File: src/rtl/dbuf_pkg.sv
// Shared encodings for the double-buffer page shipper: FSM states and length width.
package dbuf_pkg;

    localparam int LEN_W = 16;

    typedef enum logic [2:0] {
        S_IDLE    = 3'd0,
        S_READ    = 3'd1,
        S_DRAIN   = 3'd2,
        S_DONE    = 3'd3,
        S_RELEASE = 3'd4,
        S_SETTLE  = 3'd5
    } state_t;

endpackage

File: src/rtl/dbuf_page_shipper_if.sv
// Output word stream of the page shipper (valid/ready, with end-of-page marker).
interface dbuf_page_shipper_if #(
    parameter int DW = 64
);
    logic [DW-1:0] tdata;
    logic          tvalid;
    logic          tlast;
    logic          tready;

    modport master (output tdata, output tvalid, output tlast, input tready);
    modport slave  (input tdata, input tvalid, input tlast, output tready);
endinterface

File: src/rtl/dbuf_skid_fifo.sv
// Small synchronous FIFO carrying data plus a last flag; head is presented combinationally.
// Head outputs read as zero while empty so the stream side idles at all-zero.
module dbuf_skid_fifo #(
    parameter int DW    = 64,
    parameter int DEPTH = 4,
    localparam int PW   = $clog2(DEPTH)
) (
    input  logic          clk,
    input  logic          rst,
    input  logic          wr_en,
    input  logic [DW-1:0] wr_data,
    input  logic          wr_last,
    input  logic          rd_en,
    output logic [DW-1:0] rd_data,
    output logic          rd_last,
    output logic          empty,
    output logic [PW:0]   count
);

    logic [DW-1:0] mem      [DEPTH];
    logic          last_mem [DEPTH];
    logic [PW:0]   wr_ptr;
    logic [PW:0]   rd_ptr;
    logic          full;
    logic          pop;

    assign count   = wr_ptr - rd_ptr;
    assign empty   = (count == '0);
    assign full    = (count == (PW+1)'(DEPTH));
    assign pop     = rd_en && !empty;
    assign rd_data = empty ? '0 : mem[rd_ptr[PW-1:0]];
    assign rd_last = empty ? 1'b0 : last_mem[rd_ptr[PW-1:0]];

    always_ff @(posedge clk) begin
        if (wr_en) begin
            mem[wr_ptr[PW-1:0]]      <= wr_data;
            last_mem[wr_ptr[PW-1:0]] <= wr_last;
        end
    end

    always_ff @(posedge clk or posedge rst) begin
        if (rst) begin
            wr_ptr <= '0;
            rd_ptr <= '0;
        end else begin
            if (wr_en) wr_ptr <= wr_ptr + (PW+1)'(1);
            if (pop)   rd_ptr <= rd_ptr + (PW+1)'(1);
        end
    end

    // The issuer's credit check must make a write into a full FIFO impossible.
    a_no_overflow: assert property (@(posedge clk) disable iff (rst) !(wr_en && full));

endmodule

File: src/rtl/dbuf_page_shipper.sv
// Reader-side sequencer: ships one page from the double-buffer DPRAM to the stream, then releases it.
// Reads are credit-limited so the in-flight pipe plus skid FIFO can always absorb returning data.
module dbuf_page_shipper
    import dbuf_pkg::*;
#(
    parameter int P_RD_ADDR_WIDTH = 9,
    parameter int P_RD_DATA_WIDTH = 64,
    parameter int P_RD_LATENCY    = 1,
    parameter int P_FIFO_DEPTH    = 4
) (
    input  logic                       clk,
    input  logic                       rst,
    input  logic                       enable,
    input  logic                       rd_busy,
    input  logic [LEN_W-1:0]           dpram_len,
    output logic [P_RD_ADDR_WIDTH-1:0] rd_addr,
    input  logic [P_RD_DATA_WIDTH-1:0] rd_dout,
    output logic                       done,
    dbuf_page_shipper_if.master        stream,
    output logic                       shipping,
    output logic                       len_err,
    output logic [31:0]                pages_shipped
);

    localparam int FCW = $clog2(P_FIFO_DEPTH) + 1;
    localparam int CW  = FCW + 1;
    localparam logic [LEN_W:0] MAX_LEN = (LEN_W+1)'(2**P_RD_ADDR_WIDTH);

    state_t                  state, state_nxt;
    logic [LEN_W:0]          len_q;
    logic [LEN_W:0]          issued;
    logic [LEN_W:0]          len_in;
    logic                    len_clamp;
    logic                    accept;
    logic                    issue;
    logic                    credit_ok;
    logic [P_RD_LATENCY-1:0] pipe_vld;
    logic [P_RD_LATENCY-1:0] pipe_last;
    logic [CW-1:0]           inflight;
    logic [FCW-1:0]          fifo_count;
    logic                    fifo_empty;

    assign len_clamp = ({1'b0, dpram_len} > MAX_LEN);
    assign len_in    = len_clamp ? MAX_LEN : {1'b0, dpram_len};
    assign rd_addr   = issued[P_RD_ADDR_WIDTH-1:0];
    assign shipping  = (state != S_IDLE);

    always_comb begin
        inflight = '0;
        for (int i = 0; i < P_RD_LATENCY; i++) inflight = inflight + CW'(pipe_vld[i]);
    end

    assign credit_ok = (CW'(fifo_count) + inflight) < CW'(P_FIFO_DEPTH);

    always_ff @(posedge clk or posedge rst) begin
        if (rst) state <= S_IDLE;
        else     state <= state_nxt;
    end

    always_comb begin
        state_nxt = state;
        accept    = 1'b0;
        issue     = 1'b0;
        done      = 1'b0;
        case (state)
            S_IDLE: begin
                if (enable && rd_busy) begin
                    accept    = 1'b1;
                    state_nxt = (len_in == '0) ? S_DONE : S_READ;
                end
            end
            S_READ: begin
                if (credit_ok) begin
                    issue = 1'b1;
                    if (issued + 17'd1 == len_q) state_nxt = S_DRAIN;
                end
            end
            S_DRAIN:   if (fifo_empty && inflight == '0) state_nxt = S_DONE;
            S_DONE: begin
                done      = 1'b1;
                state_nxt = S_RELEASE;
            end
            // Wait for the buffer to drop busy, then give its index one cycle to flip.
            S_RELEASE: if (!rd_busy) state_nxt = S_SETTLE;
            S_SETTLE:  state_nxt = S_IDLE;
            default:   state_nxt = S_IDLE;
        endcase
    end

    always_ff @(posedge clk or posedge rst) begin
        if (rst) begin
            len_q         <= '0;
            issued        <= '0;
            len_err       <= 1'b0;
            pages_shipped <= '0;
        end else begin
            if (accept) begin
                len_q  <= len_in;
                issued <= '0;
                if (len_clamp) len_err <= 1'b1;
            end else if (issue) begin
                issued <= issued + 17'd1;
            end
            if (done) pages_shipped <= pages_shipped + 32'd1;
        end
    end

    always_ff @(posedge clk or posedge rst) begin
        if (rst) begin
            pipe_vld  <= '0;
            pipe_last <= '0;
        end else begin
            for (int i = P_RD_LATENCY - 1; i > 0; i--) begin
                pipe_vld[i]  <= pipe_vld[i-1];
                pipe_last[i] <= pipe_last[i-1];
            end
            pipe_vld[0]  <= issue;
            pipe_last[0] <= issue && (issued == len_q - 17'd1);
        end
    end

    dbuf_skid_fifo #(
        .DW    (P_RD_DATA_WIDTH),
        .DEPTH (P_FIFO_DEPTH)
    ) u_fifo (
        .clk     (clk),
        .rst     (rst),
        .wr_en   (pipe_vld[P_RD_LATENCY-1]),
        .wr_data (rd_dout),
        .wr_last (pipe_last[P_RD_LATENCY-1]),
        .rd_en   (stream.tready),
        .rd_data (stream.tdata),
        .rd_last (stream.tlast),
        .empty   (fifo_empty),
        .count   (fifo_count)
    );

    assign stream.tvalid = !fifo_empty;

endmodule

File: src/flat_wrapper.sv
// flat-port wrapper written by rule: the top's interface ports become plain ports
module dbuf_page_shipper_flat import dbuf_pkg::*;
#(
    parameter int P_RD_ADDR_WIDTH = 9,
    parameter int P_RD_DATA_WIDTH = 64,
    parameter int P_RD_LATENCY    = 1,
    parameter int P_FIFO_DEPTH    = 4
)
  (clk, rst, enable, rd_busy, dpram_len, rd_addr, rd_dout, done, shipping, len_err, pages_shipped, stream_tdata, stream_tvalid, stream_tlast, stream_tready);
  dbuf_page_shipper_if #(.DW((64))) stream_i ();
  input  logic clk;
  input  logic rst;
  input  logic enable;
  input  logic rd_busy;
  input  logic [LEN_W-1:0] dpram_len;
  output logic [P_RD_ADDR_WIDTH-1:0] rd_addr;
  input  logic [P_RD_DATA_WIDTH-1:0] rd_dout;
  output logic done;
  output logic shipping;
  output logic len_err;
  output logic [31:0] pages_shipped;
  output wire logic [$bits(stream_i.tdata)-1:0] stream_tdata;
  output wire logic [$bits(stream_i.tvalid)-1:0] stream_tvalid;
  output wire logic [$bits(stream_i.tlast)-1:0] stream_tlast;
  input wire logic [$bits(stream_i.tready)-1:0] stream_tready;
  assign stream_tdata = stream_i.tdata;
  assign stream_tvalid = stream_i.tvalid;
  assign stream_tlast = stream_i.tlast;
  assign stream_i.tready = stream_tready;
  dbuf_page_shipper #(.P_RD_ADDR_WIDTH(P_RD_ADDR_WIDTH), .P_RD_DATA_WIDTH(P_RD_DATA_WIDTH), .P_RD_LATENCY(P_RD_LATENCY), .P_FIFO_DEPTH(P_FIFO_DEPTH)) u_core (.clk(clk), .rst(rst), .enable(enable), .rd_busy(rd_busy), .dpram_len(dpram_len), .rd_addr(rd_addr), .rd_dout(rd_dout), .done(done), .stream(stream_i), .shipping(shipping), .len_err(len_err), .pages_shipped(pages_shipped));
endmodule
File: config.mk
export PLATFORM = sky130hd
export DESIGN_NAME = dbuf_page_shipper_flat
export DESIGN_NICKNAME = d
export VERILOG_FILES = /design/src/rtl/dbuf_pkg.sv /design/src/rtl/dbuf_page_shipper_if.sv /design/src/rtl/dbuf_skid_fifo.sv /design/src/rtl/dbuf_page_shipper.sv /design/src/flat_wrapper.sv
export SDC_FILE = /design/constraint.sdc
export NUM_CORES = 1
export LEC_CHECK = 0
export CAP_MARGIN = 20
export CORE_MARGIN = 1.5
export CORE_UTILIZATION = 55
export CTS_BUF_LIST = sky130_fd_sc_hd__clkbuf_16
export DETAILED_ROUTE_END_ITERATION = 6
export GPL_ROUTABILITY_DRIVEN = 0
export PLACE_DENSITY = 0.81
export SLEW_MARGIN = 20
export SYNTH_ARGS = -nofsm -noshare
export SYNTH_HDL_FRONTEND = slang
export SYNTH_SLANG_ARGS = --single-unit
File: constraint.sdc
create_clock -name clk -period 3.5 [get_ports clk]
set_input_delay 0.7 -clock clk [delete_from_list [all_inputs] [get_ports clk]]
set_output_delay 0.7 -clock clk [all_outputs]
set_load 0.03 [all_outputs]
==> results by group <==
Cells and area
  • Fin cells: 1468
  • Area Overhead vs Synth: 23.0%
  • Share of layout cells above drive strength 1: 18.2%
  • Layout filler cell count: 1681
  • N_diodes: 0
  • Most frequent cells in the layout: edfxtp_1, clkdlybuf4s50_1, and2_1, dfrtp_1, mux4_2
  • Count of nets after finishing: 1207
  • Most common cell after layout, fill and taps aside: edfxtp_1

Die
  • Die W: 165 um
  • Core Region: 0.0254 mm2
  • Core Rows: 58
  • IO Pins: 195
  • Die area: 0.0271 mm2
  • Initial Util: 56.6%
  • Die Span Y: 165 um

Timing
  • Min cycle time layout: 3.42 ns
  • RSZ-0062 raised after global routing: true
  • Fin crit share: 97.6%
  • Slew HR: 31.3%
  • Fmax: 293 MHz
  • Worst clock skew: 0.00784 ns
  • Slew @ Worst Pin: 1.03 ns
  • Final setup fails: 0
  • Final number of max-transition violations: 0
  • Fin Setup TNS: 0 ns
  • Final hold slack: 0.479 ns
  • Final Hold Viols: 0

CTS
  • Clock latency at the later pin of the worst-skew pair: 0.51 ns
  • CTS root buffer: clkbuf_16
  • Hold_buf cts: 0
  • CTS max path bufs: 3
  • Sink Count: 337
  • CTS tree: done
  • CTS buffer count: 35
  • H-tree depth: 2
  • CTS clk-pin slew, worst paths: 0.06 ns

Synthesis
  • Top-area cell type share of the netlist area: 54.3%
  • Area contributors post-synth: edfxtp_1, dfrtp_1, mux4_2
  • Number of distinct library cells after synthesis: 58
  • Top_reg_cell synth: edfxtp_1
  • Register area share after synthesis: 67.7%
  • Seq cells post-synth: 337
  • Mean area per synthesized cell: 15.7 um2
  • Post-synthesis cell area: 0.0144 mm2
  • EDFF count, synth: 260
  • Synthesized instance count: 917
  • Synth warn: 0
  • FFs w/ async S/R, synth: 22.8%
  • Syn Nets: 1012
  • Yosys top cell by area: edfxtp_1

Placed design
  • PortBufs: 194
  • DP Wirelength: 18600 um
  • Inst Count DP: 1402

Critical path
  • Critical path startpoint category: register
  • Nature of the critical path endpoint: primary output
  • CP required: 2.80 ns
  • Critical path type: reg2out
  • CP arrival: 2.72 ns
  • CP max FO: 17

Status
  • Outcome: completed

GRT
  • Total GRT Usage: 22.4%
  • First-pass GRT wire length: 46500 um
  • Total gr overflow: 0
  • Largest net degree at the start of global routing: 68
  • Vias in the first global route: 8449
  • Initial antenna violation count: 0

Power
  • LEAKAGE: 0.00636 uW
  • Peak supply drop: 0.701 mV
  • Pwr per Cell Area: 903 mW/mm2

Route
  • Detail Route Antenna Nets: 0
  • 1st-iter DRT viols: 729
  • Drt first pass iters: 5
  • Drt wl/cell: 20.4 um
  • Routed WL: 30000 um
  • Drt drc: 0
  • DR vias: 8384
  • Vias per inst: 5.71

Flow run
  • Max-Cap Viols: 0

Min path
  • Hold/Removal Path Class: reg2reg
==> flip-flops by register name, summed over array words and instances (netlist names) <==
register                cells
u_core.u_fifo.mem         256
u_core.pages_shipped       32
u_core.issued              17
u_core.len_q               16
u_core.u_fifo.last_mem      4
u_core.state                3
u_core.u_fifo.rd_ptr        3
u_core.u_fifo.wr_ptr        3
u_core.len_err              1
u_core.pipe_last            1
u_core.pipe_vld             1
==> Yosys cell counts (3+ instances only) <==
library cell and instances:
edfxtp_1 260, and2_1 80, dfrtp_1 77, mux4_2 65, nand2_1 61, xnor2_1 45, clkbuf_1 35, nor2_1 31
nand3_1 27, xor2_1 27, o21ai_0 25, a21oi_1 16, nand4_1 15, nor3_1 15, inv_1 12, and3_1 9
buf_1 9, buf_4 9, ha_1 9, nor4_1 9, or3_1 7, and4_1 6, o31ai_1 6, o211ai_1 5
a31oi_1 4, nand3b_1 4, nor2b_1 4, or4_1 4, buf_2 3, mux2i_1 3, nor3b_1 3
==> through the flow <==
stage	area (um2)	util (%)	total power, uW	setup WS, ns
3_5_place_dp	16600	65.2	12500	0.267
2_1_floorplan	14400	-	10000	0.0731
6_report	17700	69.6	16000	0.0848
5_1_grt	17700	69.6	16800	-0.0156
3_3_place_gp	16600	65.2	12400	0.372
4_1_cts	17600	69.4	15900	0.0144
==> path summary, 6_finish.rpt <==
check,end,cells after the start,from,slack [ns]
setup reg to reg,u_core.pipe_last$_DFF_PP0_,10,u_core.u_fifo.wr_ptr[0]$_DFFE_PP0P_,0.53
min in group asynchronous,u_core.pages_shipped[13]$_DFFE_PP0P_,2,rst,0.53
hold reg to reg,u_core.len_err$_DFFE_PP0P_,1,u_core.len_err$_DFFE_PP0P_,0.48
max in group asynchronous,u_core.issued[2]$_DFFE_PP0P_,3,rst,2.26
hold / removal,u_core.len_err$_DFFE_PP0P_,1,u_core.len_err$_DFFE_PP0P_,0.48
setup / recovery,stream_tdata[21],10,u_core.u_fifo.wr_ptr[0]$_DFFE_PP0P_,0.08
==> logic make-up (layout without fill, tap and decap cells) <==
family                   Yosys count  after routing  share of synthesized area [%]
AO/OA/AOI/OAI                     70             70                           3.05
XOR/XNOR                          74             74                           4.66
adder cells (fa/ha/maj)           10             10                          0.922
buffers and inverters             69            290                           2.11
flip-flops                       337            337                           67.7
multiplexers                      70             70                           10.5
AND/OR/NAND/NOR                  287            287                           11.0
==> layout make-up <==
| class | count | area [um2] | area share, % |
|---|---|---|---|
| clock inverters | 27 | 198 | 1.12 |
| well taps | 330 | 413 | 2.33 |
| clock buffers | 36 | 901 | 5.09 |
| flip-flops and latches | 337 | 9740 | 55.1 |
| repair buffers | 215 | 2040 | 11.5 |
| multi-input cells | 511 | 4350 | 24.6 |
| inverters | 12 | 45.0 | 0.255 |
==> critical path, stage by stage (launching register included) <==
cell	delay (ns)
dfrtp_1	0.43
inv_2	0.09
ha_1	0.14
inv_1	0.05
fa_1	0.37
xor3_1	0.25
nand3b_1	0.16
buf_4	0.19
clkbuf_16	0.18
and2_1	0.18
buf_4	0.18
==> routing by layer <==
layer | up-vias | track usage (%) | wire length (um)
met5 | - | 0 | 0
met4 | 0 | 6.14 | 605
met3 | 44 | 5.25 | 2320
met2 | 319 | 35.3 | 14200
met1 | 4161 | 31.5 | 12800
li1 | 3860 | - | -
==> power by group <==
group	internal (uW)	total [uW]	switching [uW]	leakage, uW
Clock	2030	3500	1480	0.000553
Sequential	4770	5140	370	0.00338
Combinational	3110	7320	4210	0.00243
==> what timing repair did <==
item | CTS | global route
setup endpoints to repair | 56 | 56
resized for setup | 24 | 20
cloned | 0 | 1
buffers inserted | 0 | 2
(Power assumes the default switching activity.)
